$ cat src/rtl/regfile_write_arbiter.sv
// regfile_write_arbiter
//   Write-side master for the core register file. Merges ALU results
//   (fixed priority, never stalled) with memory-load results into the file's
//   single write port. Load results are buffered in a small FIFO. A buffered
//   load that an ALU result overwrites is squashed in place.
//
// Ports
//   clk, rst_n                 clock, synchronous active-low reset
//   alu_valid/addres/data      ALU result, always accepted
//   mem_valid/ready/addres/data load result with valid/ready handshake
//   signal_we/addres_write/data_write  registered register-file write port
//   pending_count              occupied FIFO slots, squashed ones included
//   busy                       FIFO non-empty or a write on the port
module regfile_write_arbiter #(
  parameter int unsigned WORD_SIZE  = 32,
  parameter int unsigned ADDRES     = $clog2(WORD_SIZE),
  parameter int unsigned FIFO_DEPTH = 4
) (
  input  logic                              clk,
  input  logic                              rst_n,
  input  logic                              alu_valid,
  input  logic [ADDRES-1:0]                 alu_addres,
  input  logic [WORD_SIZE-1:0]              alu_data,
  input  logic                              mem_valid,
  output logic                              mem_ready,
  input  logic [ADDRES-1:0]                 mem_addres,
  input  logic [WORD_SIZE-1:0]              mem_data,
  output logic                              signal_we,
  output logic [ADDRES-1:0]                 addres_write,
  output logic [WORD_SIZE-1:0]              data_write,
  output logic [$clog2(FIFO_DEPTH+1)-1:0]   pending_count,
  output logic                              busy
);

  localparam int unsigned PTR_W = (FIFO_DEPTH > 1) ? $clog2(FIFO_DEPTH) : 1;
  localparam int unsigned CNT_W = $clog2(FIFO_DEPTH + 1);
  localparam logic [CNT_W-1:0] LP_DEPTH = CNT_W'(FIFO_DEPTH);

  // FIFO storage and control
  logic [ADDRES-1:0]    r_addr [FIFO_DEPTH];
  logic [WORD_SIZE-1:0] r_data [FIFO_DEPTH];
  logic [FIFO_DEPTH-1:0] r_vld;
  logic [PTR_W-1:0]     r_head;
  logic [PTR_W-1:0]     r_tail;
  logic [CNT_W-1:0]     r_count;

  // Write port registers
  logic                 r_we;
  logic [ADDRES-1:0]    r_waddr;
  logic [WORD_SIZE-1:0] r_wdata;

  logic                  w_empty;
  logic                  w_alu_wr;
  logic                  w_mem_acc;
  logic                  w_mem_drop;
  logic                  w_pop;
  logic                  w_bypass;
  logic                  w_push;
  logic                  w_head_vld;
  logic [FIFO_DEPTH-1:0] w_squash;

  // Handshake: ready comes only from the registered count, never from mem_valid
  assign mem_ready = rst_n & (r_count < LP_DEPTH);

  assign w_empty    = (r_count == '0);
  assign w_alu_wr   = alu_valid & (alu_addres != '0);
  assign w_mem_acc  = mem_valid & mem_ready;
  assign w_head_vld = r_vld[r_head];

  // Beats to r0, or to the register the ALU writes this same cycle, are
  // consumed and thrown away: the ALU value is younger and wins.
  assign w_mem_drop = w_mem_acc &
                      ((mem_addres == '0) | (w_alu_wr & (mem_addres == alu_addres)));

  // Write selection: ALU first, then FIFO head, then direct bypass
  assign w_pop    = ~w_alu_wr & ~w_empty;
  assign w_bypass = ~w_alu_wr & w_empty & w_mem_acc & (mem_addres != '0);
  assign w_push   = w_mem_acc & ~w_mem_drop & ~w_bypass;

  // Entries older than an ALU write to the same register become dead
  always_comb begin
    w_squash = '0;
    for (int i = 0; i < int'(FIFO_DEPTH); i++) begin
      w_squash[i] = w_alu_wr & r_vld[i] & (r_addr[i] == alu_addres);
    end
  end

  // FIFO control: pointers, occupancy and per-entry valid bits.
  // The pushed slot is never the popped head (push implies count < depth,
  // and pop implies count > 0), so the ordering of the updates is safe.
  always_ff @(posedge clk) begin
    if (!rst_n) begin
      r_vld   <= '0;
      r_head  <= '0;
      r_tail  <= '0;
      r_count <= '0;
    end else begin
      for (int i = 0; i < int'(FIFO_DEPTH); i++) begin
        if (w_squash[i]) begin
          r_vld[i] <= 1'b0;
        end
      end
      if (w_pop) begin
        r_vld[r_head] <= 1'b0;
        r_head        <= r_head + PTR_W'(1);
      end
      if (w_push) begin
        r_vld[r_tail] <= 1'b1;
        r_tail        <= r_tail + PTR_W'(1);
      end
      case ({w_push, w_pop})
        2'b10:   r_count <= r_count + CNT_W'(1);
        2'b01:   r_count <= r_count - CNT_W'(1);
        default: r_count <= r_count;
      endcase
    end
  end

  // FIFO payload; contents are meaningless while the valid bit is clear
  always_ff @(posedge clk) begin
    if (w_push) begin
      r_addr[r_tail] <= mem_addres;
      r_data[r_tail] <= mem_data;
    end
  end

  // Registered write port; address and data hold when no write is issued
  always_ff @(posedge clk) begin
    if (!rst_n) begin
      r_we    <= 1'b0;
      r_waddr <= '0;
      r_wdata <= '0;
    end else begin
      r_we <= 1'b0;
      if (w_alu_wr) begin
        r_we    <= 1'b1;
        r_waddr <= alu_addres;
        r_wdata <= alu_data;
      end else if (w_pop) begin
        // A squashed head is retired as a bubble
        if (w_head_vld) begin
          r_we    <= 1'b1;
          r_waddr <= r_addr[r_head];
          r_wdata <= r_data[r_head];
        end
      end else if (w_bypass) begin
        r_we    <= 1'b1;
        r_waddr <= mem_addres;
        r_wdata <= mem_data;
      end
    end
  end

  assign signal_we     = r_we;
  assign addres_write  = r_waddr;
  assign data_write    = r_wdata;
  assign pending_count = r_count;
  assign busy          = ~w_empty | r_we;

endmodule
$ cat config.mk
export PLATFORM = sky130hd
export DESIGN_NAME = regfile_write_arbiter
export DESIGN_NICKNAME = d
export VERILOG_FILES = /design/src/rtl/regfile_write_arbiter.sv
export SDC_FILE = /design/constraint.sdc
export NUM_CORES = 1
export LEC_CHECK = 0
export ABC_AREA = 0
export CAP_MARGIN = 20
export CORE_ASPECT_RATIO = 2
export CORE_UTILIZATION = 66
export CTS_BUF_LIST = sky130_fd_sc_hd__clkbuf_8
export DETAILED_ROUTE_END_ITERATION = 10
export DONT_BUFFER_PORTS = 1
export HOLD_SLACK_MARGIN = 0.03
export PLACE_DENSITY = 0.82
export SYNTH_ARGS = -nofsm -noshare
export SYNTH_HDL_FRONTEND = slang
export SYNTH_SLANG_ARGS = --single-unit
$ cat constraint.sdc
create_clock -name clk -period 4.35 [get_ports clk]
set_clock_uncertainty 0.2 [all_clocks]
set_input_delay 0.87 -clock clk [delete_from_list [all_inputs] [get_ports clk]]
set_output_delay 0.87 -clock clk [all_outputs]
set_load 0.02 [all_outputs]
==> results of run 1 <==
[critical path: stages, from the launching register on]
cell	delay, ns
sky130_fd_sc_hd__dfxtp_1	0.60
sky130_fd_sc_hd__or3_1	0.53
sky130_fd_sc_hd__buf_4	0.46
sky130_fd_sc_hd__nand2_1	0.20
sky130_fd_sc_hd__o211ai_4	0.21
sky130_fd_sc_hd__nand2_2	0.55
sky130_fd_sc_hd__o2bb2ai_1	0.36
[flip-flops by register name, summed over array words and instances (netlist names), named ones only]
signal,flops
addres_write,5
data_write,32
pending_count,3
r_addr,20
r_data,128
r_head,2
r_tail,2
r_vld,4
signal_we,1
[stage by stage]
step / util [%] / setup WS [ns] / hold slack, ns / cell area, sq um
2_1_floorplan: - / 0.5480 / 0.2677 / 8282
3_3_place_gp: 68.16 / 0.8218 / 0.2782 / 8313
3_5_place_dp: 68.16 / 0.7856 / 0.3069 / 8313
4_1_cts: 71.63 / 1.123 / 0.2731 / 8736
5_1_grt: 71.63 / 0.9385 / 0.2489 / 8736
6_report: 71.63 / 1.115 / 0.2827 / 8736
[layout make-up]
type | count | area, sq um
repair buffers | 6 | 45.04
clock inverters | 15 | 188.9
well taps | 147 | 183.9
clock buffers | 17 | 234.0
fillers | 771 | 3460
inverters | 8 | 30.03
flip-flops and latches | 199 | 5468
multi-input cells | 314 | 2586
[cell families after synthesis]
family / synth area share, %
AOI/OAI and AO/OA: 8.264
xor gates and xnor gates: 2.961
adders and majority gates: 1.601
buffers and inverters: 2.901
DFF: 65.99
muxes: 10.70
and+or+nand+nor: 7.584
[final timing paths]
path                    to  cells past startpoint
max          data_write[3]                      6
min           r_data[0][6]                      0
max reg2reg  data_write[3]                      6
min reg2reg      r_tail[1]                      2
[cell usage in the layout (no fill, tap or decap), types with 6 or more instances in the layout]
cell	instances
sky130_fd_sc_hd__xnor2_1	17
sky130_fd_sc_hd__clkbuf_8	17
sky130_fd_sc_hd__o2bb2ai_1	35
sky130_fd_sc_hd__buf_4	6
sky130_fd_sc_hd__o21ai_0	38
sky130_fd_sc_hd__edfxtp_1	148
sky130_fd_sc_hd__xor2_1	11
sky130_fd_sc_hd__nand2_1	79
sky130_fd_sc_hd__inv_1	8
sky130_fd_sc_hd__a21oi_1	9
sky130_fd_sc_hd__dfxtp_1	49
sky130_fd_sc_hd__nand3_1	40
sky130_fd_sc_hd__mux4_2	38
sky130_fd_sc_hd__ha_1	9
[power by group through the flow]
stage / combinational, mW / sequential [mW] / clock [mW]
after global routing: 1.34 / 2.56 / 1.27
after floorplan: 1.02 / 2.47 / 0
after global placement: 1.18 / 2.56 / 0
after CTS: 1.23 / 2.53 / 1.20
after detailed placement: 1.22 / 2.57 / 0
final: 1.22 / 2.53 / 1.19
[per-layer routing]
layer	wire, microns	part of all wire (%)	track usage, %	vias up
met4	440	2.6	10.47	0
met3	1024	6.1	7.216	30
li1	-	-	-	2100
met2	9207	55	49.39	193
met5	0	0	0	-
met1	5995	36	31.28	2372
[Yosys cell counts, types with 2 or more instances]
| cell | count | area (sq um) |
|---|---|---|
| sky130_fd_sc_hd__o41ai_1 | 4 | 35.03 |
| sky130_fd_sc_hd__dfxtp_1 | 51 | 1021 |
| sky130_fd_sc_hd__or3_1 | 2 | 12.51 |
| sky130_fd_sc_hd__a21oi_1 | 9 | 45.04 |
| sky130_fd_sc_hd__and2_1 | 5 | 31.28 |
| sky130_fd_sc_hd__clkbuf_1 | 19 | 71.32 |
| sky130_fd_sc_hd__mux4_2 | 38 | 855.8 |
| sky130_fd_sc_hd__xnor2_1 | 17 | 148.9 |
| sky130_fd_sc_hd__a22oi_1 | 2 | 15.01 |
| sky130_fd_sc_hd__nand2_1 | 79 | 296.5 |
| sky130_fd_sc_hd__buf_4 | 8 | 60.06 |
| sky130_fd_sc_hd__buf_6 | 3 | 33.78 |
| sky130_fd_sc_hd__buf_2 | 9 | 45.04 |
| sky130_fd_sc_hd__nand3_1 | 40 | 200.2 |
| sky130_fd_sc_hd__mux2i_1 | 3 | 30.03 |
| sky130_fd_sc_hd__edfxtp_1 | 148 | 4444 |
| sky130_fd_sc_hd__nor2_1 | 5 | 18.77 |
| sky130_fd_sc_hd__inv_1 | 8 | 30.03 |
| sky130_fd_sc_hd__o2bb2ai_1 | 35 | 306.5 |
| sky130_fd_sc_hd__o21ai_0 | 38 | 190.2 |
| sky130_fd_sc_hd__ha_1 | 9 | 112.6 |
| sky130_fd_sc_hd__a22o_1 | 4 | 35.03 |
| sky130_fd_sc_hd__xor2_1 | 11 | 96.34 |
==> impl_metrics.json, run 1 <==
{
  "finalNetCount": 634,
  "first_global_vias": 5008,
  "p_total_mw": 4.934,
  "r2r_startpoint": "pending_count[0]",
  "ctsLongestPathBuffers": 2,
  "path_max_fanout": 36,
  "critical_path_required_ns": 4.53,
  "slew_headroom_pct": 30.16,
  "cp-start-kind": "flop",
  "detail_route.wl_per_cell_microns": 23.61,
  "tritoncts": "done",
  "synthesis.instances": 560,
  "cts.hold.buffers_added": 0,
  "cts_buffers": 17,
  "reg2reg_slack_ns": 1.12,
  "min_path_type": "input pin to flop",
  "yosys_register_bits": 199,
  "finalSetupViolations": 0,
  "timing.final.max_slew_violations": 0,
  "start_util_pct": 67.91,
  "die-width_microns": 81.21,
  "static_leakage_power_nw": 2.849,
  "power.net_switching_mw": 1.748,
  "end_kind": "flop",
  "vias": 4695,
  "ys_async_sr_fraction_pct": 0,
  "final-instance-count-excl-fill": 706,
  "worst_ir_drop_vdd_uv": 563.9,
  "antenna_found_initial": 0,
  "drc_errors": 0,
  "final_routed_wirelength_microns": 16670,
  "switching_share_pct": 35.43,
  "postSynthAreaPerCell_sq_um": 14.79,
  "synth_enable_flop_cells": 148,
  "portBuffers": 0,
  "synthesis.nets": 648,
  "cts.sink_count": 199,
  "detailedRoute.firstIterationViolations": 405,
  "critical_path_start_end_classification": "flop to flop",
  "share_comb_of_total_power_pct": 24.7,
  "timing.critical_path.arrival_ns": 3.41,
  "viasPerCell": 6.650,
  "detailedPlacementHpwl_microns": 10610,
  "clk-insertion-delay-late_ns": 0.47,
  "power.internal_mw": 3.186,
  "layout_min_cycle_time_ns": 3.235,
  "maxCapViolations": 0,
  "grt_util_all_layers_pct": 27.88,
  "power_per_cell_area_mw_per_mm2": 564.8,
  "setup_total_negative_slack_ns": 0,
  "rsz0062_at_grt": "no",
  "drt-pass1-iter-count": 6,
  "sequential_share_of_the_synthesized_area_pct": 65.99,
  "hold_viol": 0,
  "grt_start_max_net_pins": 61,
  "yosys_most_used_dff": "sky130_fd_sc_hd__edfxtp_1",
  "min-delay-start": "mem_data[6]",
  "yosys_warnings": 0,
  "grt_first_pass_wirelength_microns": 25850,
  "dieHeight_microns": 160.4,
  "status": "completed",
  "grt.overflow.total": 0,
  "clock_pin_slew_on_the_worst_setup_and_hold_paths_ns": 0.12,
  "power.share.sequential_pct": 51.2,
  "ant_diodes": 0,
  "netlist_area_before_placement_sq_mm": 0.008282,
  "netlist-cell-type-count": 36,
  "gp_routability_congestion": 0.8756,
  "postCtsSetupRepairBufs": 0,
  "post_route_cells_drive_above_1_share_pct": 15.92,
  "die_area_sq_mm": 0.01303,
  "coreArea_sq_mm": 0.01220,
  "placement_rows": 57,
  "cell_at_the_root_of_the_clock_tree": "sky130_fd_sc_hd__clkbuf_8",
  "io_pins": 121,
  "share_clk_of_total_power_pct": 24.1,
  "syn2layout_area_growth_pct": 5.484,
  "fmax_achieved_mhz": 309.1,
  "cts-resized-gates": 0,
  "h-tree-depth": 4,
  "startpoint": "pending_count[0]",
  "pin_slew_with_the_least_headroom_to_its_limit_ns": 1.048,
  "numPlacedInstances": 674,
  "finalCritPeriodShare_pct": 74.36,
  "postRouteAntennaNets": 0
}
No activity file was read; power rests on OpenSTA's default activity.
==> run 2, diff against run 1 <==
==> constraint.sdc (replaced) <==
create_clock -name clk -period 3 [get_ports clk]
set_clock_uncertainty 0.2 [all_clocks]
set_input_delay 0.6 -clock clk [delete_from_list [all_inputs] [get_ports clk]]
set_output_delay 0.6 -clock clk [all_outputs]
set_load 0.02 [all_outputs]
==> run 2 against run 1 <==
Compared with the run above:
- non-clock buffer count increased by 59
- core utilization up 5.7 points
- sequential share of layout area decreased by 4.6 points
- via count up 7.8%
- flip-flop and latch count is the same
- first-iteration DRC count shrank 1.5%
==> impl_metrics.json, run 2 (synthesis results as in run 1) <==
{
  "postCtsSetupRepairBufs": 0,
  "registers.top_by_ff_count": "r_data",
  "critical_path_required_ns": 2.20,
  "timing.critical_path.arrival_ns": 2.01,
  "share_comb_of_total_power_pct": 28.8,
  "slowest_cell_on_the_critical_path": "sky130_fd_sc_hd__buf_4",
  "timing.final.max_slew_violations": 0,
  "maxCapViolations": 0,
  "critical_path.max_stage_delay_ns": 0.48,
  "clk-insertion-delay-late_ns": 0.46,
  "timing.critical_path.cells": "buf_4, nor3_2, buf_4, nand2b_1",
  "switching_share_pct": 34.01,
  "mostFrequentLayoutCells": "148 x sky130_fd_sc_hd__edfxtp_1, 79 x sky130_fd_sc_hd__nand2_1, 49 x sky130_fd_sc_hd__dfxtp_1",
  "tritoncts": "done",
  "h-tree-depth": 4,
  "antenna_found_initial": 0,
  "final_design_utilization_pct": 77.34,
  "start_util_pct": 67.91,
  "cts.sink_count": 199,
  "grt_util_all_layers_pct": 31.13,
  "cts_buffers": 17,
  "p_total_mw": 7.412,
  "grt.overflow.total": 0,
  "layout_min_cycle_time_ns": 2.805,
  "first_global_vias": 5359,
  "final_common_cell": "sky130_fd_sc_hd__edfxtp_1",
  "power.internal_mw": 4.892,
  "path_max_fanout": 38,
  "gp_routability_congestion": 0.9634,
  "setup_total_negative_slack_ns": 0,
  "drt-pass1-iter-count": 6,
  "rsz0062_at_grt": "no",
  "dpl_worst_slack_ns": -0.1251,
  "timing.final.ws_setup_ns": 0.1948,
  "viasPerCell": 6.622,
  "cp-start-kind": "flop",
  "final_routed_wirelength_microns": 18750,
  "postRouteAntennaNets": 0,
  "cell_at_the_root_of_the_clock_tree": "sky130_fd_sc_hd__clkbuf_8",
  "die_area_sq_mm": 0.01303,
  "hold_viol": 0,
  "dieHeight_microns": 160.4,
  "power.share.sequential_pct": 48.1,
  "holdWs_ns": 0.07077,
  "multi_input_area_sq_mm": 0.002609,
  "finalNetCount": 693,
  "finalSetupViolations": 0,
  "static_leakage_power_nw": 3.148,
  "vias": 5059,
  "share_clk_of_total_power_pct": 23.1,
  "detailedRoute.firstIterationViolations": 399,
  "min_path_type": "input pin to flop",
  "grt_start_max_net_pins": 79,
  "io_pins": 121,
  "pin_slew_with_the_least_headroom_to_its_limit_ns": 0.7849,
  "cts-resized-gates": 0,
  "post_route_cells_drive_above_1_share_pct": 18.31,
  "syn2layout_area_growth_pct": 13.88,
  "clock_pin_slew_on_the_worst_setup_and_hold_paths_ns": 0.09,
  "placement_rows": 57,
  "finalCritPeriodShare_pct": 93.51,
  "die-width_microns": 81.21,
  "n_fill_cell": 663,
  "regArea_sq_mm": 0.005468,
  "coreArea_sq_mm": 0.01220,
  "power_per_cell_area_mw_per_mm2": 785.9,
  "fmax_achieved_mhz": 356.5,
  "slew_headroom_pct": 47.67,
  "end_kind": "output pin",
  "portBuffers": 0,
  "detailedPlacementHpwl_microns": 11730,
  "ctsLongestPathBuffers": 2,
  "worst_ir_drop_vdd_uv": 677.6,
  "critical-path-top-cell-by-count": "sky130_fd_sc_hd__buf_4",
  "cts.hold.buffers_added": 37,
  "critical_path_start_end_classification": "flop to output pin",
  "drc_errors": 0,
  "status": "completed",
  "detail_route.wl_per_cell_microns": 24.54,
  "largest_register_ffs": 128,
  "ant_diodes": 0,
  "power.net_switching_mw": 2.521,
  "grt_first_pass_wirelength_microns": 28440
}
## run 2: changes by cell type in the layout (fill, tap and decap cells not counted), sizes merged
cell and delta:
clkinvlp +1, buf +22, clkinv -2, inv -2, dlygate4sd3 +37, bufinv +2
## run 2: worst paths after layout
kind / cells after the start / slack [ns] / to / start
setup / recovery: 4 / 0.19 / busy / pending_count[2]
hold / removal: 1 / 0.07 / r_vld[2] / rst_n
setup reg to reg: 9 / 0.42 / pending_count[2] / pending_count[2]
hold reg to reg: 2 / 0.31 / r_tail[1] / r_tail[1]
## run 2: final cells by class
cell class	instances	area share, %
Sequential cell	199	57.97
Multi-Input combinational cell	314	27.66
Timing Repair Buffer	65	7.880
Clock buffer	17	2.481
Tap cell	147	1.950
Clock inverter	14	1.738
Inverter	8	0.3184
## run 2: metrics by stage
stage	cell area [sq um]	instances
finish	9432	764
global route	9432	764
CTS	9432	764
detailed placement	8663	696
global placement	8663	696
floorplan	8334	560
## run 2: power by group through the flow
stage	Sequential [mW]	Combinational, mW	Clock (mW)
floorplan	3.59	1.51	0
global placement	3.61	2.00	0
detailed placement	3.62	2.06	0
CTS	3.56	2.14	1.73
global route	3.59	2.33	1.83
finish	3.56	2.13	1.72
## run 2: metal layers
metal	share of wire [%]	vias to the layer above	track usage [%]
met1	33	2485	32.84
met5	0	-	0
li1	-	2222	-
met3	6.9	65	7.386
met2	55	287	54.77
met4	4.7	0	17.53
## run 2: worst max-delay path: cells and delay by family (launching register included)
family                 cells  cell delay [ns]
DFF                        1             0.35
and+or+nand+nor            2             0.53
buffers and inverters      2             0.66
==> run 3, diff against run 2 <==
--- a/config.mk
+++ b/config.mk
@@ -13,6 +13,7 @@
 export DETAILED_ROUTE_END_ITERATION = 10
 export DONT_BUFFER_PORTS = 1
 export HOLD_SLACK_MARGIN = 0.03
+export MAX_ROUTING_LAYER = met4
 export PLACE_DENSITY = 0.82
 export SYNTH_ARGS = -nofsm -noshare
 export SYNTH_HDL_FRONTEND = slang
==> run 3 against run 2 <==
Compared with the run above:
- core utilization is the same
- sequential power is essentially flat
- total power is essentially flat
- cell area is the same
- sequential share of layout area is the same
- cell count is the same
- non-clock buffer count is the same
- critical path depth is the same
- die area is the same
- first-iteration DRC count grew 5.3%
- clock-buffer cell count is the same
- via count grew 0.45%
==> impl_metrics.json, run 3 (synthesis results as in run 1) <==
{
  "gp_routability_congestion": 0.9812,
  "drc_errors": 0,
  "largest_register_ffs": 128,
  "finalCritPeriodShare_pct": 93.84,
  "detailedRoute.firstIterationViolations": 420,
  "timing.final.max_slew_violations": 0,
  "die-width_microns": 81.21,
  "cts.sink_count": 199,
  "detail_route.wl_per_cell_microns": 24.70,
  "die_area_sq_mm": 0.01303,
  "cp-start-kind": "flop",
  "pin_slew_with_the_least_headroom_to_its_limit_ns": 0.7834,
  "cts-resized-gates": 0,
  "viasPerCell": 6.652,
  "tritoncts": "done",
  "antenna_found_initial": 0,
  "worst_ir_drop_vdd_uv": 677.7,
  "critical_path_required_ns": 2.20,
  "grt.overflow.total": 0,
  "path_max_fanout": 38,
  "final_common_cell": "sky130_fd_sc_hd__edfxtp_1",
  "cts_buffers": 17,
  "end_kind": "output pin",
  "placement_rows": 57,
  "finalNetCount": 693,
  "finalSetupViolations": 0,
  "setup_total_negative_slack_ns": 0,
  "drt-pass1-iter-count": 5,
  "vias": 5082,
  "grt_util_all_layers_pct": 32.09,
  "ant_diodes": 0,
  "first_global_vias": 5354,
  "h-tree-depth": 4,
  "critical_path_start_end_classification": "flop to output pin",
  "clock_pin_slew_on_the_worst_setup_and_hold_paths_ns": 0.10,
  "min_path_type": "input pin to flop",
  "detailedPlacementHpwl_microns": 11730,
  "final-instance-count-excl-fill": 764,
  "cts.hold.buffers_added": 37,
  "clk-insertion-delay-late_ns": 0.47,
  "postCtsSetupRepairBufs": 0,
  "static_leakage_power_nw": 3.148,
  "syn2layout_area_growth_pct": 13.88,
  "maxCapViolations": 0,
  "status": "completed",
  "fmax_achieved_mhz": 355.2,
  "final_routed_wirelength_microns": 18870,
  "power_per_cell_area_mw_per_mm2": 785.9,
  "mostFrequentLayoutCells": "148 x sky130_fd_sc_hd__edfxtp_1, 79 x sky130_fd_sc_hd__nand2_1, 49 x sky130_fd_sc_hd__dfxtp_1",
  "rsz0062_at_grt": "no",
  "portBuffers": 0,
  "grt_first_pass_wirelength_microns": 28410,
  "postRouteAntennaNets": 0,
  "coreArea_sq_mm": 0.01220,
  "hold_viol": 0,
  "layout_min_cycle_time_ns": 2.815,
  "post_route_cells_drive_above_1_share_pct": 18.31,
  "start_util_pct": 67.91,
  "timing.critical_path.arrival_ns": 2.02,
  "slew_headroom_pct": 47.77,
  "cell_at_the_root_of_the_clock_tree": "sky130_fd_sc_hd__clkbuf_8",
  "numPlacedInstances": 696,
  "io_pins": 121,
  "dieHeight_microns": 160.4,
  "registers.top_by_ff_count": "r_data",
  "ctsLongestPathBuffers": 2,
  "holdWs_ns": 0.06316,
  "grt_start_max_net_pins": 79
}
## run 3: cell counts in the layout (fill, tap and decap cells not counted)
No cell type changed its count.
## run 3: final cells by class
type	instances	area, sq um
Sequential cell	199	5468
Inverter	8	30.03
Clock buffer	17	234.0
Multi-Input combinational cell	314	2609
Clock inverter	14	163.9
Tap cell	147	183.9
Fill cell	663	2764
Timing Repair Buffer	65	743.2
## run 3: critical path: stages (launching register included)
cell                       delay [ns]
sky130_fd_sc_hd__dfxtp_1         0.35
sky130_fd_sc_hd__buf_4           0.18
sky130_fd_sc_hd__nor3_2          0.25
sky130_fd_sc_hd__buf_4           0.48
sky130_fd_sc_hd__nand2b_1        0.28
## run 3: worst paths after layout
check | slack [ns] | cells after the start | from | to
min | 0.06 | 1 | rst_n | r_vld[0]
max reg2reg | 0.44 | 9 | pending_count[2] | pending_count[2]
max | 0.18 | 4 | pending_count[2] | busy
min reg2reg | 0.31 | 2 | r_tail[1] | r_tail[1]
## run 3: metal layers
| metal | track usage (%) | up-vias | routed length (microns) |
|---|---|---|---|
| met2 | 54.85 | 285 | 10460 |
| met1 | 32.38 | 2500 | 6195 |
| met3 | 7.784 | 74 | 1343 |
| met4 | 17.86 | 0 | 873 |
| li1 | - | 2223 | - |
| met5 | - | - | 0 |
## run 3: power breakdown
| group | internal (mW) | switching, mW |
|---|---|---|
| Clock | 0.758 | 0.952 |
| Combinational | 0.895 | 1.24 |
| Sequential | 3.24 | 0.325 |
| Total | 4.89 | 2.52 |
## run 3: per-stage QoR
stage	utilization, %	worst slack (ns)	total power [mW]	area (sq um)
CTS	77.34	0.1763	7.424	9432
detailed placement	71.04	-0.1251	5.688	8663
global route	77.34	0.08927	7.751	9432
finish	77.34	0.1847	7.413	9432
global placement	71.04	-0.02496	5.609	8663
floorplan	-	-0.3398	5.092	8334
